File: src/rtl/riscv_fetch_queue.sv
// riscv_fetch_queue: tag-aware circular instruction queue between prefetch buffer and IF/ID
module riscv_fetch_queue #(
  parameter int DEPTH       = 4,
  parameter int DATA_WIDTH  = 32,
  parameter int TAG_WIDTH   = 1,
  parameter int FALLTHROUGH = 0
) (
  input  logic                       clk,
  input  logic                       rst_n,
  input  logic                       flush_i,
  input  logic                       in_valid_i,
  output logic                       in_ready_o,
  input  logic [DATA_WIDTH-1:0]      in_rdata_i,
  input  logic [31:0]                in_addr_i,
  input  logic [TAG_WIDTH-1:0]       in_tag_i,
  input  logic                       in_is_hwlp_i,
  output logic                       out_valid_o,
  input  logic                       out_ready_i,
  output logic [DATA_WIDTH-1:0]      out_rdata_o,
  output logic [31:0]                out_addr_o,
  output logic [TAG_WIDTH-1:0]       out_tag_o,
  output logic                       out_is_hwlp_o,
  input  logic                       tag_check_en_i,
  output logic                       tag_fault_o,
  output logic                       fault_sticky_o,
  input  logic                       fault_clr_i,
  output logic [$clog2(DEPTH+1)-1:0] count_o
);
  localparam int PW = $clog2(DEPTH);
  localparam int CW = $clog2(DEPTH+1);
  typedef struct packed {
    logic [DATA_WIDTH-1:0] rdata;
    logic [31:0]           addr;
    logic [TAG_WIDTH-1:0]  tag;
    logic                  is_hwlp;
  } entry_t;
  entry_t        mem [DEPTH];
  entry_t        in_e, head;
  logic [PW-1:0] rd_ptr, wr_ptr;
  logic [CW-1:0] count;
  logic          bypass, push, pop, wr_en, rd_en;
  function automatic logic [PW-1:0] nxt(input logic [PW-1:0] p);
    return (p == PW'(DEPTH-1)) ? '0 : p + 1'b1;
  endfunction
  assign in_e          = {in_rdata_i, in_addr_i, in_tag_i, in_is_hwlp_i};
  assign bypass        = (FALLTHROUGH != 0) && (count == '0);
  assign in_ready_o    = (count < CW'(DEPTH)) & ~flush_i;
  assign out_valid_o   = ~flush_i & (bypass ? in_valid_i : (count != '0));
  assign head          = bypass ? in_e : mem[rd_ptr];
  assign out_rdata_o   = head.rdata;
  assign out_addr_o    = head.addr;
  assign out_tag_o     = head.tag;
  assign out_is_hwlp_o = head.is_hwlp;
  assign tag_fault_o   = out_valid_o & tag_check_en_i & (|head.tag);
  assign push          = in_valid_i & in_ready_o;
  assign pop           = out_valid_o & out_ready_i;
  // a word consumed straight from the inputs never occupies a slot
  assign wr_en         = push & ~(bypass & pop);
  assign rd_en         = pop & ~bypass;
  assign count_o       = count;
  // pointer and occupancy state; flush returns the queue to its reset layout
  always_ff @(posedge clk or negedge rst_n) begin
    if (!rst_n) begin
      rd_ptr <= '0;
      wr_ptr <= '0;
      count  <= '0;
    end else if (flush_i) begin
      rd_ptr <= '0;
      wr_ptr <= '0;
      count  <= '0;
    end else begin
      if (wr_en) wr_ptr <= nxt(wr_ptr);
      if (rd_en) rd_ptr <= nxt(rd_ptr);
      count <= count + CW'(wr_en) - CW'(rd_en);
    end
  end
  // entry storage, written as a whole so fields never separate
  always_ff @(posedge clk) begin
    if (wr_en) mem[wr_ptr] <= in_e;
  end
  // sticky fault: set on popping a faulting head, set beats clear
  always_ff @(posedge clk or negedge rst_n) begin
    if (!rst_n) fault_sticky_o <= 1'b0;
    else if (pop & tag_fault_o) fault_sticky_o <= 1'b1;
    else if (fault_clr_i) fault_sticky_o <= 1'b0;
  end
  // overflow/underflow are impossible by construction
  always_ff @(posedge clk) begin
    if (rst_n) begin
      assert (!(push && count == CW'(DEPTH)));
      assert (!(rd_en && count == '0));
    end
  end
endmodule

File: config.mk
export PLATFORM = sky130hd
export DESIGN_NAME = riscv_fetch_queue
export DESIGN_NICKNAME = d
export VERILOG_FILES = /design/src/rtl/riscv_fetch_queue.sv
export SDC_FILE = /design/constraint.sdc
export NUM_CORES = 1
export LEC_CHECK = 0
export CORE_AREA = 2 2 139 141
export DETAILED_ROUTE_END_ITERATION = 16
export DIE_AREA = 0 0 141 143
export MAX_ROUTING_LAYER = met4
export PLACE_DENSITY_LB_ADDON = 0.05
export SLEW_MARGIN = 15
export SYNTH_ARGS = -nofsm -noshare
export SYNTH_HDL_FRONTEND = slang
export SYNTH_SLANG_ARGS = --single-unit
File: constraint.sdc
create_clock -name clk -period 7 [get_ports clk]
set_clock_uncertainty 0.15 [all_clocks]
set_input_delay 0.7 -clock clk [delete_from_list [all_inputs] [get_ports clk]]
set_output_delay 0.7 -clock clk [all_outputs]
set_load 0.02 [all_outputs]
Yosys cells after proc, flatten, opt, wreduce, memory -nomap -nowiden
Memory sizes are Yosys's and may differ from the RTL's. Cells that the tools add are included.

Memory bits (writable): 264. Input port bits: 73. Logic and storage cells: 35. Register bits after elaboration: 8. Memories kept: 1.

Memories: mem (words 4, bits a word 66, rd ports 1, clocked after memory_dff 0, wr ports 1, line 37) `entry_t mem [DEPTH];`.

Order comparisons: 1. Reduce and logical (&&, ||, !) cells: 4. Muxes and demuxes: 11. Add/sub/neg operators: 4. Eq/ne operators: 2. Bitwise operators: 8.

Operators with widths (count): two-way mux 2 bit (6); bitwise AND 1 bit (7); nonzero test 2 bit (3); adder 2 x 1 -> 2 bit, second input constant (2); == test 2 bit, second input constant (2); two-way mux 1 bit (4); adder 3 x 1 -> 3 bit (1); less-than comparator 3 bit, second input constant (1); two-way mux 3 bit (1); nonzero test 3 bit (1); subtractor 3 x 1 -> 3 bit (1); NOT 1 bit (1).

Longest topological paths before layout
Gate-level depths: netlist of the first run.

Depth in word-level cells: 6. Mapped depth: 10. Mapped depth without buffers: 9.

Worst setup path before layout of the first run
Ideal clock, no wire load.

Path type: in2reg. Start: input port flush_i. End: memory mem[0][0] (netlist name), enable pin. Required time: 6419 ps. Cell stages on the path: 3. Data arrival time: 2882 ps. Buffers on the path: 1. Setup time: 431 ps. Path slack: 3537 ps. Path through: clkbuf_1 > nor3b_2 > and2_1.

Word-level cells in the longest chain between the ends: 5.

Ends and longest elaborated chain: start, declared (line 10) `input logic flush_i,`; NOT 1 bit (line 47) `assign in_ready_o = (count < CW'(DEPTH)) & ~flush_i;`; bitwise AND 1 bit (line 47); bitwise AND 1 bit (line 55) `assign push = in_valid_i & in_ready_o;`; two-way mux 1 bit (line 79) `if (wr_en) mem[wr_ptr] <= in_e;`; two-way mux 1 bit (not written as such) (line 79); end, declared (line 37).

Every way passes these cells.

Final worst setup path of the first run
Start: register rd_ptr[0]. End: output port out_rdata_o[27].

Word-level cells in the longest chain between the ends: 1.

Ends and longest elaborated chain: start, declared (line 39) `logic [PW-1:0] rd_ptr, wr_ptr;`; start signal, assigned (line 73) `if (rd_en) rd_ptr <= nxt(rd_ptr);`; memory (4 x 66 bit); end, declared (line 19) `output logic [DATA_WIDTH-1:0] out_rdata_o,`.

Every way passes these cells.

==> results.ini, run 1 <==
[clock_network]
cts.sinks=272
postCtsSetupBuffers=0
clock_path_buffers=3
cts_root_buffer=clkbuf_16
holdBufCountCts=0
cts_tree=built
htreeDepth=1
cts_buffers=28
clk_latency_ps=520
cts_resized=0
clkTransAtPathRegs_ps=60

[worst_setup_path]
path_delay_family=buffers and inverters
cp.required_ps=6150
critPathLaunchType=flip-flop
worst_setup_path_end_kind=output pin
critPathBufInv=2
crit_fanout=44
worstSetupPathType=flip-flop to output pin
crit_slowest_cell=dfrtp_4
max_stage_delay_ps=1010
crit_chain=buf_4 > mux4_2 > clkdlybuf4s50_1
arrival_ps=3280

[place]
place_congestion=0.721
placement.io_buffers=145
dp_hpwl_mm=9.93
dpl_cell_area_um2=11700

[grt]
grt-ovfl-total=0
grt_max_degree=69
grtUsageTotal=0.184
antenna_found_initial=1
grt_pass1_vias=4888
grt_pass1_wl_mm=27.1

[logic_synthesis]
ys.flop_type=edfxtp_1
synth_edf_count=264
netlist_area_um2=10100
async_flop_share=0.0294
muxShareOfSynthArea=0.150
netlist_instances=394
synth-compound-area-share=0.00248
synth-adder-area-share=0.0107
yosys.area_share.simple=0.0116
synth_seq_cells=272
yosysWarnings=0
synth.net_count=475
synth_top_family_by_area=multiplexers
synth_area_per_cell_um2=25.6
ys_types=24
yosysSeqAreaShare=0.807
synth_xor_xnor_area_share=0.00174

[layout]
nets=635
final_common_cell=edfxtp_1
final_cell_mix=edfxtp_1, clkdlybuf4s50_1, mux4_2
drive_above_1_share=0.198
fillers=1167
syn_to_final_growth_pct=24.9
finish.instance_area_um2=12600

[power]
switching_share=0.251
seqPwrFrac=0.461
ir_worst_vdd_uv=206
combPwrFrac=0.215
leakage_uw=0.00401
clockPowerShare=0.324
powerDensity_nw_per_um2=344
switchingPower_uw=1090
p_int_uw=3240

[route]
wl_per_cell_um=21.7
antenna_left=0
viasPerCell=5.57
drc=0
drt_pass1_iterations=5
drt_wl_total_mm=17.6
vias=4517
drtIter0Drc=334

[floorplan]
core_um2=18600
die_area_um2=20200
die_h_um=143
rows=50
dieWidth_um=141
start_util=0.542
ios=146

[run]
max-cap-violations=0

[timing]
worst_slew_pin_slew_ps=1040
rsz0062_at_grt=false
slew_headroom=0.309
fmax_ghz=0.242
setup_viol_count_final=0
finalHoldViolations=0
final.setup.tns_ps=0
finalCritPeriodShare=0.590
finalMaxSlewViolations=0
finalCriticalPeriod_ps=4130

[hold_path]
min_path_type=input port to async pin

[outcome]
status=completed

==> path summary, 6_finish.rpt <==
kind | startpoint | end | slack [ps] | cells past startpoint
worst min-delay path | rst_n | count_o[2]$_DFF_PN0_ | 330 | 1
worst max register to register | count_o[2]$_DFF_PN0_ | mem[2][22]$_DFFE_PP_ | 4570 | 2
worst min register to register | fault_sticky_o$_DFFE_PN0P_ | fault_sticky_o$_DFFE_PN0P_ | 480 | 2
max in group asynchronous | rst_n | rd_ptr[1]$_DFFE_PN0P_ | 6050 | 1
min in group clk | fault_sticky_o$_DFFE_PN0P_ | fault_sticky_o$_DFFE_PN0P_ | 480 | 2
worst max-delay path | rd_ptr[0]$_DFFE_PN0P_ | out_rdata_o[27] | 2870 | 3
==> routing by layer <==
layer	wire length [um]	track usage	vias to the layer above
met1	7580	0.239	2349
li1	-	-	2000
met4	277	0.0447	0
met2	8830	0.307	143
met5	0	-	-
met3	943	0.0362	25
==> Yosys cell counts, types with 3 or more instances <==
cell      number  area share
buf_12         4      0.0080
edfxtp_1     264        0.79
nor2b_1        4      0.0025
ha_1           7      0.0087
inv_1          5      0.0019
mux4_2        66        0.15
nor2_1         6      0.0022
and2_1         4      0.0025
dfrtp_1        8       0.020
buf_4          3      0.0022
buf_2          5      0.0025
==> logic make-up (layout without fill, tap and decap cells) <==
logic type | count (synthesis) | count (layout)
AOI/OAI and AO/OA | 3 | 3
xor gates and xnor gates | 2 | 2
adders and majority gates | 8 | 8
buffers and inverters | 21 | 203
DFF | 272 | 272
muxes | 68 | 68
other | 0 | 1
and+or+nand+nor | 20 | 20
==> through the flow <==
stage,worst slack [ps],power [uW],hold WS [ps],utilization,instances
floorplan,3540,2590,254,-,394
global placement,3300,2960,432,0.629,758
detailed placement,3290,2980,468,0.629,758
CTS,2730,4380,323,0.677,810
global route,2580,4500,349,0.677,811
finish,2870,4330,331,0.677,811
==> power by group through the flow <==
stage          Sequential [uW]  Clock, uW  Combinational [uW]
2_1_floorplan             1950          0                 641
3_3_place_gp              2030          0                 934
3_5_place_dp              2030          0                 944
4_1_cts                   2000       1430                 948
5_1_grt                   2020       1500                 983
6_report                  1990       1400                 931
==> flip-flops by register name, indices dropped and copies added, names as in the netlist <==
name	flops
mem	264
fault_sticky_o	1
count_o	3
wr_ptr	2
rd_ptr	2
==> worst register-to-register path, delay by kind of cell, from the launching register on <==
kind / cells / cell delay [ps]
and+or+nand+nor: 2 / 1420
DFF: 1 / 440
==> final cells by class <==
class	count	area [um2]	area share
clock buffer	44	822	0.0654
clock inverter	8	62.6	0.00497
sequential	272	8140	0.647
antenna	1	2.50	0.000199
tap	234	293	0.0233
timing repair buffer	146	1460	0.116
inverter	5	18.8	0.00149
multi-input combinational	101	1790	0.142
No activity file was read; power rests on OpenSTA's default activity.
==> run 2, diff against run 1 <==
--- a/config.mk
+++ b/config.mk
@@ -5,9 +5,9 @@
 export SDC_FILE = /design/constraint.sdc
 export NUM_CORES = 1
 export LEC_CHECK = 0
-export CORE_AREA = 2 2 139 141
+export CORE_AREA = 2 2 140 142
 export DETAILED_ROUTE_END_ITERATION = 16
-export DIE_AREA = 0 0 141 143
+export DIE_AREA = 0 0 142 144
 export MAX_ROUTING_LAYER = met4
 export PLACE_DENSITY_LB_ADDON = 0.05
 export SLEW_MARGIN = 15
==> constraint.sdc (replaced) <==
create_clock -name clk -period 4.1 [get_ports clk]
set_clock_uncertainty 0.15 [all_clocks]
set_input_delay 0.41 -clock clk [delete_from_list [all_inputs] [get_ports clk]]
set_output_delay 0.41 -clock clk [all_outputs]
set_load 0.02 [all_outputs]
==> run 2 against run 1 <==
Compared with the run above: non-clock buffer count grew 8; critical path depth is the same; die area grew 1.4%; sequential share of layout area shrank 1.0 points; largest power group unchanged; critical endpoint is now out_addr_o[9]; power grew 76%; design area grew 1.6%; register-to-register slack lost 2800 ps; combinational power grew 80%; first-iteration DRC count shrank 30%; critical path type unchanged; worst setup slack lost 2200 ps; hold slack lost 320 ps.
==> results.ini, run 2 (synthesis gave the netlist of run 1 again) <==
[route]
routed.top_layer=met4
viasPerCell=5.55  ; -0.42%
drc=0  ; unchanged
wl_per_cell_um=21.3  ; -1.9%
dr_wl_met3_mm=1.06  ; +12%
drt_pass1_iterations=4  ; -1
antenna_left=0  ; unchanged
drtIter0Drc=233  ; -30%
met2WireLength_mm=8.48  ; -3.9%
drt_wl_total_mm=17.5  ; -0.56%
met1Wirelength_mm=7.65  ; +0.92%
vias=4559  ; +0.93%

[worst_setup_path]
worst_setup_path_end_kind=output pin
crit_slowest_cell=dfrtp_4
arrival_ps=2830  ; -450 ps
cp.required_ps=3540  ; -2610 ps
critPathLaunchType=flip-flop
worstSetupPathType=flip-flop to output pin
crit_chain=buf_4 > mux4_2 > clkdlybuf4s50_1
r2r_cells=9  ; +7
crit_fanout=28  ; -36%
max_stage_delay_ps=780  ; -230 ps

[floorplan]
dieWidth_um=142  ; +0.71%
ios=146  ; unchanged
rows=51  ; +2.0%
die_h_um=144  ; +0.70%
die_area_um2=20400  ; +1.4%
core_um2=19100  ; +2.7%
start_util=0.528  ; -0.0142

[timing]
final.setup.tns_ps=0  ; unchanged
finalMaxSlewViolations=0  ; unchanged
finalCriticalPeriod_ps=3390
finalHoldViolations=0  ; unchanged
finalCritPeriodShare=0.826
hold-worst-slack_ps=13.6  ; -317 ps
setup_viol_count_final=0  ; unchanged
fmax_ghz=0.295
rsz0062_at_grt=false
slew_headroom=0.491  ; +0.181
worst_slew_pin_slew_ps=764  ; -272 ps
fin_ws_ps=714  ; -2160 ps

[layout]
nets=643  ; +1.3%
drive_above_1_share=0.216  ; +0.0182
final_core_util=0.670  ; -0.00722
regArea_um2=8140  ; unchanged
final_common_cell=edfxtp_1
fillers=1217  ; +4.3%
largest_reg_flops=264  ; unchanged
multi_input_area_um2=1790  ; unchanged
final_cell_mix=edfxtp_1, clkdlybuf4s50_1, mux4_2
top_register=mem
syn_to_final_growth_pct=26.9

[place]
placement.io_buffers=145  ; unchanged
dp_hpwl_mm=10.3  ; +3.6%
place_congestion=0.710  ; -1.5%
pre_cts_slack_ps=1030  ; -2270 ps

[clock_network]
cts_root_buffer=clkbuf_16
clkTransAtPathRegs_ps=60  ; about the same
postCtsSetupBuffers=0  ; unchanged
holdBufCountCts=0  ; unchanged
cts_buffers=28  ; unchanged
cts_resized=0  ; unchanged
cts_tree=built
clock_path_buffers=3  ; unchanged
cts.sinks=272  ; unchanged
clk_latency_ps=520  ; about the same
htreeDepth=1  ; unchanged

[run]
max-cap-violations=0  ; unchanged

[grt]
grt_pass1_vias=4810  ; -1.6%
grt-ovfl-total=0  ; unchanged
antenna_found_initial=1  ; unchanged
grt_max_degree=49  ; -29%
grt_pass1_wl_mm=26.5  ; -2.1%
grtUsageTotal=0.179  ; -0.00477

[power]
ir_worst_vdd_uv=435  ; +110%
switchingPower_uw=1890  ; +74%
switching_share=0.248  ; -0.00304
power_uw=7620  ; +76%
p_int_uw=5730  ; +77%
combPwrFrac=0.221  ; +0.006
powerDensity_nw_per_um2=597  ; +73%
leakage_uw=0.00411  ; +2.4%
clockPowerShare=0.339  ; +0.015
seqPwrFrac=0.440  ; -0.021

[outcome]
status=completed

[hold_path]
min_path_type=input port to async pin

==> run 2: changes by cell type in the layout (fill, tap and decap cells not counted), sizes merged <==
cell	delta
bufinv	+4
inv	+1
clkbuf	-11
buf	+8
clkinv	+5
==> run 2: worst max-delay path: cells and delay by family (launching register included) <==
kind,cells,cell delay (ps)
flip-flops,1,780
buffers and inverters,2,940
multiplexers,1,570
==> run 2: layout make-up <==
class / instances / share of cell area
Sequential cell: 272 / 0.637
Antenna cell: 1 / 0.000196
Multi-Input combinational cell: 101 / 0.140
Inverter: 5 / 0.00147
Timing Repair Buffer: 154 / 0.124
Tap cell: 238 / 0.0233
Clock buffer: 33 / 0.0580
Clock inverter: 18 / 0.0169
==> run 2: final timing paths <==
path	from	to	slack [ps]
worst min-delay path	rst_n	count_o[0]$_DFF_PN0_	10
min in group clk	in_addr_i[1]	mem[0][3]$_DFFE_PP_	360
worst max-delay path	rd_ptr[0]$_DFFE_PN0P_	out_addr_o[9]	710
max in group asynchronous	rst_n	rd_ptr[0]$_DFFE_PN0P_	3480
worst max register to register	count_o[2]$_DFF_PN0_	count_o[2]$_DFF_PN0_	1730
worst min register to register	fault_sticky_o$_DFFE_PN0P_	fault_sticky_o$_DFFE_PN0P_	470
==> run 2: power by group through the flow <==
stage	combinational [uW]	clock (uW)	sequential [uW]
3_5_place_dp	1710	0	3420
2_1_floorplan	1090	0	3330
5_1_grt	1780	2770	3380
4_1_cts	1720	2640	3360
3_3_place_gp	1700	0	3410
6_report	1680	2590	3350
==> run 2: metal layers <==
metal	vias to the layer above	track usage
met5	-	-
li1	2025	-
met2	140	0.285
met3	24	0.0397
met4	0	0.0532
met1	2370	0.237
==> run 2: metrics by stage <==
| stage | std cells | area (um2) |
|---|---|---|
| 2_1_floorplan | 394 | 10100 |
| 3_3_place_gp | 770 | 11800 |
| 3_5_place_dp | 770 | 11800 |
| 4_1_cts | 821 | 12800 |
| 5_1_grt | 822 | 12800 |
| 6_report | 822 | 12800 |
